File: src/rtl/alu_seq_pkg.sv
// Shared types for the sequential ALU: opcode and FSM state encodings,
// plus the shift-amount width helper.
package alu_seq_pkg;

  typedef enum logic [3:0] {
    OP_PASS = 4'h0,
    OP_NOT  = 4'h1,
    OP_ADD  = 4'h2,
    OP_SUB  = 4'h3,
    OP_AND  = 4'h4,
    OP_OR   = 4'h5,
    OP_NEG  = 4'h6,
    OP_SHR1 = 4'h7,
    OP_XOR  = 4'h8,
    OP_SHL1 = 4'h9,
    OP_SRA1 = 4'hA,
    OP_MUL  = 4'hB,
    OP_SHRV = 4'hC,
    OP_SHLV = 4'hD,
    OP_ADC  = 4'hE,
    OP_SBC  = 4'hF
  } op_e;

  typedef enum logic [1:0] {
    IDLE = 2'd0,
    BUSY = 2'd1,
    DONE = 2'd2
  } state_e;

  // Number of b bits that form a variable shift amount.
  function automatic int shamt_w(input int width);
    return $clog2(width);
  endfunction

endpackage

File: src/rtl/alu_seq_comb.sv
// Combinational datapath for every single-cycle opcode. The iterative
// opcodes (multiply, variable shifts) are handled in the top level and
// produce an all-zero result here.
module alu_seq_comb
  import alu_seq_pkg::*;
#(
  parameter int WIDTH = 8
) (
  input  logic [WIDTH-1:0] a,
  input  logic [WIDTH-1:0] b,
  input  logic [3:0]       op,
  input  logic             cin,
  output logic [WIDTH-1:0] y,
  output logic             zero,
  output logic             carry,
  output logic             neg,
  output logic             ovf
);

  logic signed [WIDTH-1:0] a_s;
  logic        [WIDTH:0]   sum;
  logic        [WIDTH:0]   dif;
  logic                    ci;

  // Two operands with the same sign producing a result of the other sign.
  function automatic logic add_ovf(input logic signed [WIDTH-1:0] x,
                                   input logic signed [WIDTH-1:0] z,
                                   input logic signed [WIDTH-1:0] r);
    return (x[WIDTH-1] == z[WIDTH-1]) && (r[WIDTH-1] != x[WIDTH-1]);
  endfunction

  // Operands of differing sign where the result's sign differs from a.
  function automatic logic sub_ovf(input logic signed [WIDTH-1:0] x,
                                   input logic signed [WIDTH-1:0] z,
                                   input logic signed [WIDTH-1:0] r);
    return (x[WIDTH-1] != z[WIDTH-1]) && (r[WIDTH-1] != x[WIDTH-1]);
  endfunction

  // Result and flag selection for the single-cycle opcodes.
  always_comb begin
    a_s   = a;
    ci    = ((op == OP_ADC) || (op == OP_SBC)) ? cin : 1'b0;
    sum   = {1'b0, a} + {1'b0, b} + {{WIDTH{1'b0}}, ci};
    dif   = {1'b0, a} - {1'b0, b} - {{WIDTH{1'b0}}, ci};
    y     = '0;
    carry = 1'b0;
    ovf   = 1'b0;
    case (op_e'(op))
      OP_PASS: y = a;
      OP_NOT:  y = ~a;
      OP_ADD, OP_ADC: begin
        y     = sum[WIDTH-1:0];
        carry = sum[WIDTH];
        ovf   = add_ovf(a, b, sum[WIDTH-1:0]);
      end
      OP_SUB, OP_SBC: begin
        y     = dif[WIDTH-1:0];
        carry = dif[WIDTH];
        ovf   = sub_ovf(a, b, dif[WIDTH-1:0]);
      end
      OP_AND:  y = a & b;
      OP_OR:   y = a | b;
      OP_XOR:  y = a ^ b;
      OP_NEG: begin
        y     = -a;
        carry = |a;
        ovf   = (a == {1'b1, {(WIDTH-1){1'b0}}});
      end
      OP_SHR1: begin
        y     = a >> 1;
        carry = a[0];
      end
      OP_SHL1: begin
        y     = a << 1;
        carry = a[WIDTH-1];
      end
      OP_SRA1: begin
        y     = a_s >>> 1;
        carry = a[0];
      end
      default: y = '0;
    endcase
    zero = (y == '0);
    neg  = y[WIDTH-1];
  end

endmodule

File: src/rtl/alu_seq.sv
// Multi-cycle ALU with valid/ready handshakes on both sides. Single-cycle
// opcodes complete on the acceptance edge; multiply and variable shifts
// iterate one bit per clock, the first iteration happening on acceptance.
module alu_seq
  import alu_seq_pkg::*;
#(
  parameter int WIDTH = 8
) (
  input  logic             clk,
  input  logic             reset_n,
  input  logic [WIDTH-1:0] a,
  input  logic [WIDTH-1:0] b,
  input  logic [3:0]       op,
  input  logic             in_valid,
  output logic             in_ready,
  output logic [WIDTH-1:0] y,
  output logic             zero,
  output logic             carry,
  output logic             neg,
  output logic             ovf,
  output logic             out_valid,
  input  logic             out_ready
);

  localparam int S = shamt_w(WIDTH);

  state_e             state_q, state_d;
  logic [WIDTH-1:0]   y_q, y_d;
  logic               zero_q, zero_d;
  logic               carry_q, carry_d;
  logic               neg_q, neg_d;
  logic               ovf_q, ovf_d;
  logic [S-1:0]       cnt_q, cnt_d;
  logic [3:0]         op_q, op_d;
  logic [2*WIDTH-1:0] acc_q, acc_d;
  logic [2*WIDTH-1:0] mcand_q, mcand_d;
  logic [WIDTH-1:0]   mplier_q, mplier_d;

  logic [WIDTH-1:0]   c_y;
  logic               c_zero, c_carry, c_neg, c_ovf;

  logic               accept;
  logic [S-1:0]       shamt;
  logic [WIDTH:0]     step;
  logic [WIDTH:0]     first;
  logic [2*WIDTH-1:0] prod;
  logic               wr;
  logic [WIDTH-1:0]   wr_y;
  logic               wr_z, wr_c, wr_n, wr_v;

  // One bit-position shift; the bit shifted out is returned in the MSB.
  function automatic logic [WIDTH:0] shift_one(input logic [WIDTH-1:0] v,
                                               input logic             left);
    if (left) return {v, 1'b0};
    return {v[0], 1'b0, v[WIDTH-1:1]};
  endfunction

  alu_seq_comb #(.WIDTH(WIDTH)) u_comb (
    .a     (a),
    .b     (b),
    .op    (op),
    .cin   (carry_q),
    .y     (c_y),
    .zero  (c_zero),
    .carry (c_carry),
    .neg   (c_neg),
    .ovf   (c_ovf)
  );

  assign in_ready  = (state_q == IDLE) || ((state_q == DONE) && out_ready);
  assign out_valid = (state_q == DONE);
  assign accept    = in_valid && in_ready;
  assign y         = y_q;
  assign zero      = zero_q;
  assign carry     = carry_q;
  assign neg       = neg_q;
  assign ovf       = ovf_q;

  // Next-state, iteration and result-write logic.
  always_comb begin
    state_d  = state_q;
    y_d      = y_q;
    zero_d   = zero_q;
    carry_d  = carry_q;
    neg_d    = neg_q;
    ovf_d    = ovf_q;
    cnt_d    = cnt_q;
    op_d     = op_q;
    acc_d    = acc_q;
    mcand_d  = mcand_q;
    mplier_d = mplier_q;
    wr       = 1'b0;
    wr_y     = '0;
    wr_z     = 1'b0;
    wr_c     = 1'b0;
    wr_n     = 1'b0;
    wr_v     = 1'b0;
    shamt    = b[S-1:0];
    step     = shift_one(acc_q[WIDTH-1:0], op_q == OP_SHLV);
    first    = shift_one(a, op == OP_SHLV);
    prod     = acc_q + (mplier_q[0] ? mcand_q : '0);

    case (state_q)
      BUSY: begin
        cnt_d = cnt_q - 1'b1;
        if (op_q == OP_MUL) begin
          acc_d    = prod;
          mcand_d  = mcand_q << 1;
          mplier_d = mplier_q >> 1;
          if (cnt_q == S'(1)) begin
            wr      = 1'b1;
            wr_y    = prod[WIDTH-1:0];
            wr_c    = |prod[2*WIDTH-1:WIDTH];
            state_d = DONE;
          end
        end else begin
          acc_d = {{WIDTH{1'b0}}, step[WIDTH-1:0]};
          if (cnt_q == S'(1)) begin
            wr      = 1'b1;
            wr_y    = step[WIDTH-1:0];
            wr_c    = step[WIDTH];
            state_d = DONE;
          end
        end
      end
      DONE: begin
        if (out_ready) state_d = IDLE;
      end
      default: ;
    endcase

    if (accept) begin
      op_d = op;
      case (op_e'(op))
        OP_MUL: begin
          acc_d    = b[0] ? {{WIDTH{1'b0}}, a} : '0;
          mcand_d  = {{(WIDTH-1){1'b0}}, a, 1'b0};
          mplier_d = b >> 1;
          cnt_d    = S'(WIDTH-1);
          state_d  = BUSY;
        end
        OP_SHRV, OP_SHLV: begin
          if (shamt == '0) begin
            wr      = 1'b1;
            wr_y    = a;
            state_d = DONE;
          end else if (shamt == S'(1)) begin
            wr      = 1'b1;
            wr_y    = first[WIDTH-1:0];
            wr_c    = first[WIDTH];
            state_d = DONE;
          end else begin
            acc_d   = {{WIDTH{1'b0}}, first[WIDTH-1:0]};
            cnt_d   = shamt - 1'b1;
            state_d = BUSY;
          end
        end
        default: begin
          wr      = 1'b1;
          wr_y    = c_y;
          wr_c    = c_carry;
          wr_v    = c_ovf;
          state_d = DONE;
        end
      endcase
      if (op_e'(op) == OP_MUL || op_e'(op) == OP_SHRV || op_e'(op) == OP_SHLV) begin
        wr_z = (wr_y == '0);
        wr_n = wr_y[WIDTH-1];
      end else begin
        wr_z = c_zero;
        wr_n = c_neg;
      end
    end else begin
      wr_z = (wr_y == '0);
      wr_n = wr_y[WIDTH-1];
    end

    if (wr) begin
      y_d     = wr_y;
      zero_d  = wr_z;
      carry_d = wr_c;
      neg_d   = wr_n;
      ovf_d   = wr_v;
    end
  end

  // FSM, iteration counter and the visible result/flag registers.
  always_ff @(posedge clk or negedge reset_n) begin
    if (!reset_n) begin
      state_q <= IDLE;
      y_q     <= '0;
      zero_q  <= 1'b0;
      carry_q <= 1'b0;
      neg_q   <= 1'b0;
      ovf_q   <= 1'b0;
      cnt_q   <= '0;
    end else begin
      state_q <= state_d;
      y_q     <= y_d;
      zero_q  <= zero_d;
      carry_q <= carry_d;
      neg_q   <= neg_d;
      ovf_q   <= ovf_d;
      cnt_q   <= cnt_d;
    end
  end

  // Operand and accumulator registers; only meaningful while BUSY.
  always_ff @(posedge clk) begin
    op_q     <= op_d;
    acc_q    <= acc_d;
    mcand_q  <= mcand_d;
    mplier_q <= mplier_d;
  end

endmodule

File: config.mk
export PLATFORM = sky130hd
export DESIGN_NAME = alu_seq
export DESIGN_NICKNAME = d
export VERILOG_FILES = /design/src/rtl/alu_seq_pkg.sv /design/src/rtl/alu_seq_comb.sv /design/src/rtl/alu_seq.sv
export SDC_FILE = /design/constraint.sdc
export NUM_CORES = 1
export LEC_CHECK = 0
export CAP_MARGIN = 40
export CORE_ASPECT_RATIO = 1.5
export CORE_MARGIN = 4
export CORE_UTILIZATION = 45
export DETAILED_ROUTE_END_ITERATION = 10
export DONT_BUFFER_PORTS = 1
export PLACE_DENSITY = 0.7
export SETUP_SLACK_MARGIN = 0.1
export SLEW_MARGIN = 20
export SYNTH_ARGS = -nofsm -noshare
export SYNTH_HDL_FRONTEND = slang
export SYNTH_SLANG_ARGS = --single-unit
File: constraint.sdc
create_clock -name clk -period 2.7 [get_ports clk]
set_input_delay 0.135 -clock clk [delete_from_list [all_inputs] [get_ports clk]]
set_output_delay 0.135 -clock clk [all_outputs]
set_load 0.05 [all_outputs]
==> flow_metrics.py <==
metrics = {
    "clock_tree": {
        "clkTransAtPathRegs_ns": 0.06,
        "clock_path_buffers": 2,
        "clkLatencyLatePin_ns": 0.33,
        "cts.sinks": 61,
        "cts_root_buf": "clkbuf_16",
        "cts_tree": "done",
        "cts_made_buffers": 9,
        "htreeDepth": 3,
    },
    "placed_design": {
        "dp_hpwl_um": 16100,
        "io_buffers": 0,
        "place_congestion": 1.01,
        "placed_cells": 1051,
        "place_area_um2": 7240,
    },
    "synthesis": {
        "ys_ff_latch": 61,
        "synthArstFlopShare": 0.279,
        "synth_area_leaders": "dfxtp_1 (13%), ha_1 (10%), dfrtp_1 (6.9%), mux2i_1 (6.3%), a21oi_1 (4.8%)",
        "synth_top_area_cell": "dfxtp_1",
        "yosysWarningCount": 0,
        "syn_area_um2": 6210,
        "netlist_top_cells_count": "nand2_1 (78), nor2_1 (70), a21oi_1 (59)",
        "synthFlopType": "dfxtp_1",
        "avgSynthCellArea_um2": 7.62,
        "syn_nets": 895,
        "synth_top_area_share": 0.129,
        "synth.most_common_cell": "nand2_1",
        "netlist_instances": 815,
        "yosysSeqAreaShare": 0.217,
        "synth_cell_types": 73,
        "synth_edf_count": 4,
    },
    "critical_path": {
        "worstSetupEndpointType": "flip-flop",
        "critPathKind": "flip-flop to flip-flop",
        "r2r_end": "zero",
        "path_cells": "nand4_1 > buf_4 > fa_2 > fa_2 > o21ai_4 > a211oi_2 > xor2_1 > a221o_1 > a211o_1 > a21oi_2 > a41oi_1 > o21ai_1",
        "required_ns": 2.96,
        "cp_data_arrival_time_ns": 3.36,
        "timing.critical_path.mode_cell": "fa_2",
        "r2r_slack_ns": -0.40,
        "slowest_stage": "dfrtp_2",
        "cpPeakStageDelay_ns": 0.42,
        "reg2reg_from": "carry",
        "start_kind": "flip-flop",
        "reg2reg_depth": 12,
        "critical_path.max_fanout": 3,
    },
    "pwr": {
        "p_total_uw": 7100,
        "power.density_nw_per_um2": 874,
        "vdd_drop_max_uv": 443,
        "p_leak_uw": 0.00348,
    },
    "run_status": {
        "violations": "setup timing",
        "outcome": "complete, but fails checks",
    },
    "floorplan": {
        "num_rows": 52,
        "die_area_um2": 15800,
        "core_area_um2": 13500,
        "start_util": 0.459,
        "die_y_um": 152,
        "num_io_pins": 38,
        "die_w_um": 104,
    },
    "routing": {
        "wl_per_cell_um": 20.2,
        "dr.pass1.iters": 7,
        "viasPerCell": 6.24,
        "finalWirelength_um": 22100,
        "first_iter_violations": 705,
        "postRouteAntennaNets": 0,
        "drc_errors": 0,
        "vias": 6847,
    },
    "timing": {
        "finalClockSkew_ns": 0.00589,
        "rsz0062_at_grt": "yes",
        "min_period_ns": 3.10,
        "hold_ws_ns": 0.0197,
        "max_freq_mhz": 323,
        "layout_setup_ws_ns": -0.397,
        "setup_viol": 9,
        "post-route-period-util": 1.15,
        "final_max_slew_viol_count": 0,
        "hold_violations": 0,
        "max_slew_margin": 0.560,
        "tightest_slew_ns": 0.655,
    },
    "global_routing": {
        "grt_start_max_net_pins": 41,
        "grt_use_met2": 0.480,
        "grt_util_all_layers": 0.274,
        "grt_overflow": 0,
        "grt_pass1_wl_um": 35100,
        "antenna_found_initial": 1,
        "grt_pass1_vias": 6662,
        "grt.busiest_layer": "met2",
        "grtUsageMet1": 0.312,
        "grt_util_met3": 0.0382,
    },
    "layout": {
        "drive_above_1_share": 0.245,
        "design_area_um2": 8120,
        "syn_to_final_growth_pct": 30.7,
        "fin_cells": 1098,
        "final_util": 0.600,
        "finalNetCount": 1010,
    },
    "flow_run": {
        "maxCapViolCount": 0,
    },
    "min_path": {
        "hold_end": "acc_q[4]",
        "hold_path_startpoint": "a[4]",
        "hp-class": "input pin to flip-flop",
        "whs_path_depth": 2,
    },
}
==> layer usage <==
layer | vias to the layer above | routed length, um
met4 | 0 | 1400
met2 | 324 | 11100
met5 | - | 0
met3 | 104 | 1430
li1 | 3206 | -
met1 | 3213 | 8220
==> cells by family (layout without fill, tap and decap cells) <==
logic type,Yosys count,count (layout),share of synthesized area
AOI/OAI and AO/OA,242,242,0.260
xor gates and xnor gates,28,28,0.0417
adders and majority gates,56,56,0.119
buffers and inverters,94,214,0.0617
DFF,61,61,0.217
muxes,41,41,0.0665
other,0,1,0
and+or+nand+nor,293,293,0.235
==> state kept, by name (all words and copies together), names as in the netlist <==
register  count
y             8
mcand_q      16
mplier_q      8
ovf           1
cnt_q         3
state_q       2
neg           1
op_q          4
carry         1
zero          1
acc_q        16
==> cell type report <==
cell class / count / area (um^2)
Inverter: 44 / 165
Sequential cell: 61 / 1350
Clock buffer: 11 / 264
Tap cell: 162 / 203
Timing Repair Buffer: 154 / 1240
Antenna cell: 1 / 2.50
Fill cell: 1203 / 5420
Multi-Input combinational cell: 660 / 4860
Clock inverter: 5 / 31.3
==> per-stage QoR <==
stage / TNS (ns) / setup WS (ns)
3_3_place_gp: -2.95 / -0.442
3_5_place_dp: -3.09 / -0.464
5_1_grt: -3.46 / -0.478
4_1_cts: -1.92 / -0.363
2_1_floorplan: -0.844 / -0.244
6_report: -2.37 / -0.397
==> worst max-delay path: cells and delay by family, from the launching register on <==
family	cells	cell delay (ns)
buffers and inverters	1	0.17
flip-flops	1	0.42
XOR/XNOR	1	0.15
AO/OA/AOI/OAI	7	1.38
AND/OR/NAND/NOR	1	0.15
adder cells (fa/ha/maj)	2	0.75
==> layout by cell type, fill, tap and decap left out, types with 18 or more instances in the layout <==
master / n
o21ai_0: 38
ha_1: 43
and2_1: 18
dlygate4sd3_1: 21
buf_4: 129
nand2_1: 78
nand3_1: 19
nor2_1: 66
a21oi_1: 50
nor3_1: 29
mux2i_1: 39
inv_1: 42
dfxtp_1: 39
==> worst max path at each step <==
stage | startpoint | endpoint
3_5_place_dp | carry | neg
2_1_floorplan | carry | ovf
6_report | carry | zero
3_3_place_gp | carry | y[7]
5_1_grt | carry | ovf
4_1_cts | carry | ovf
==> what timing repair did <==
| item | in CTS | in global routing |
|---|---|---|
| gates resized for setup | 36 | 35 |
| hold buffers | 20 | 1 |
| hold endpoints to repair | 38 | 1 |
| endpoints found under the setup margin | 14 | 18 |
| buffers inserted | 5 | 4 |
| pin swaps | 27 | 21 |
==> where the power goes <==
part / switching (uW) / total, uW / leakage [uW] / internal [uW]
clock: 434 / 1130 / 0.000143 / 699
sequential: 563 / 1860 / 0.000577 / 1290
combinational: 2110 / 4100 / 0.00276 / 2000
No activity file was read; power rests on OpenSTA's default activity.
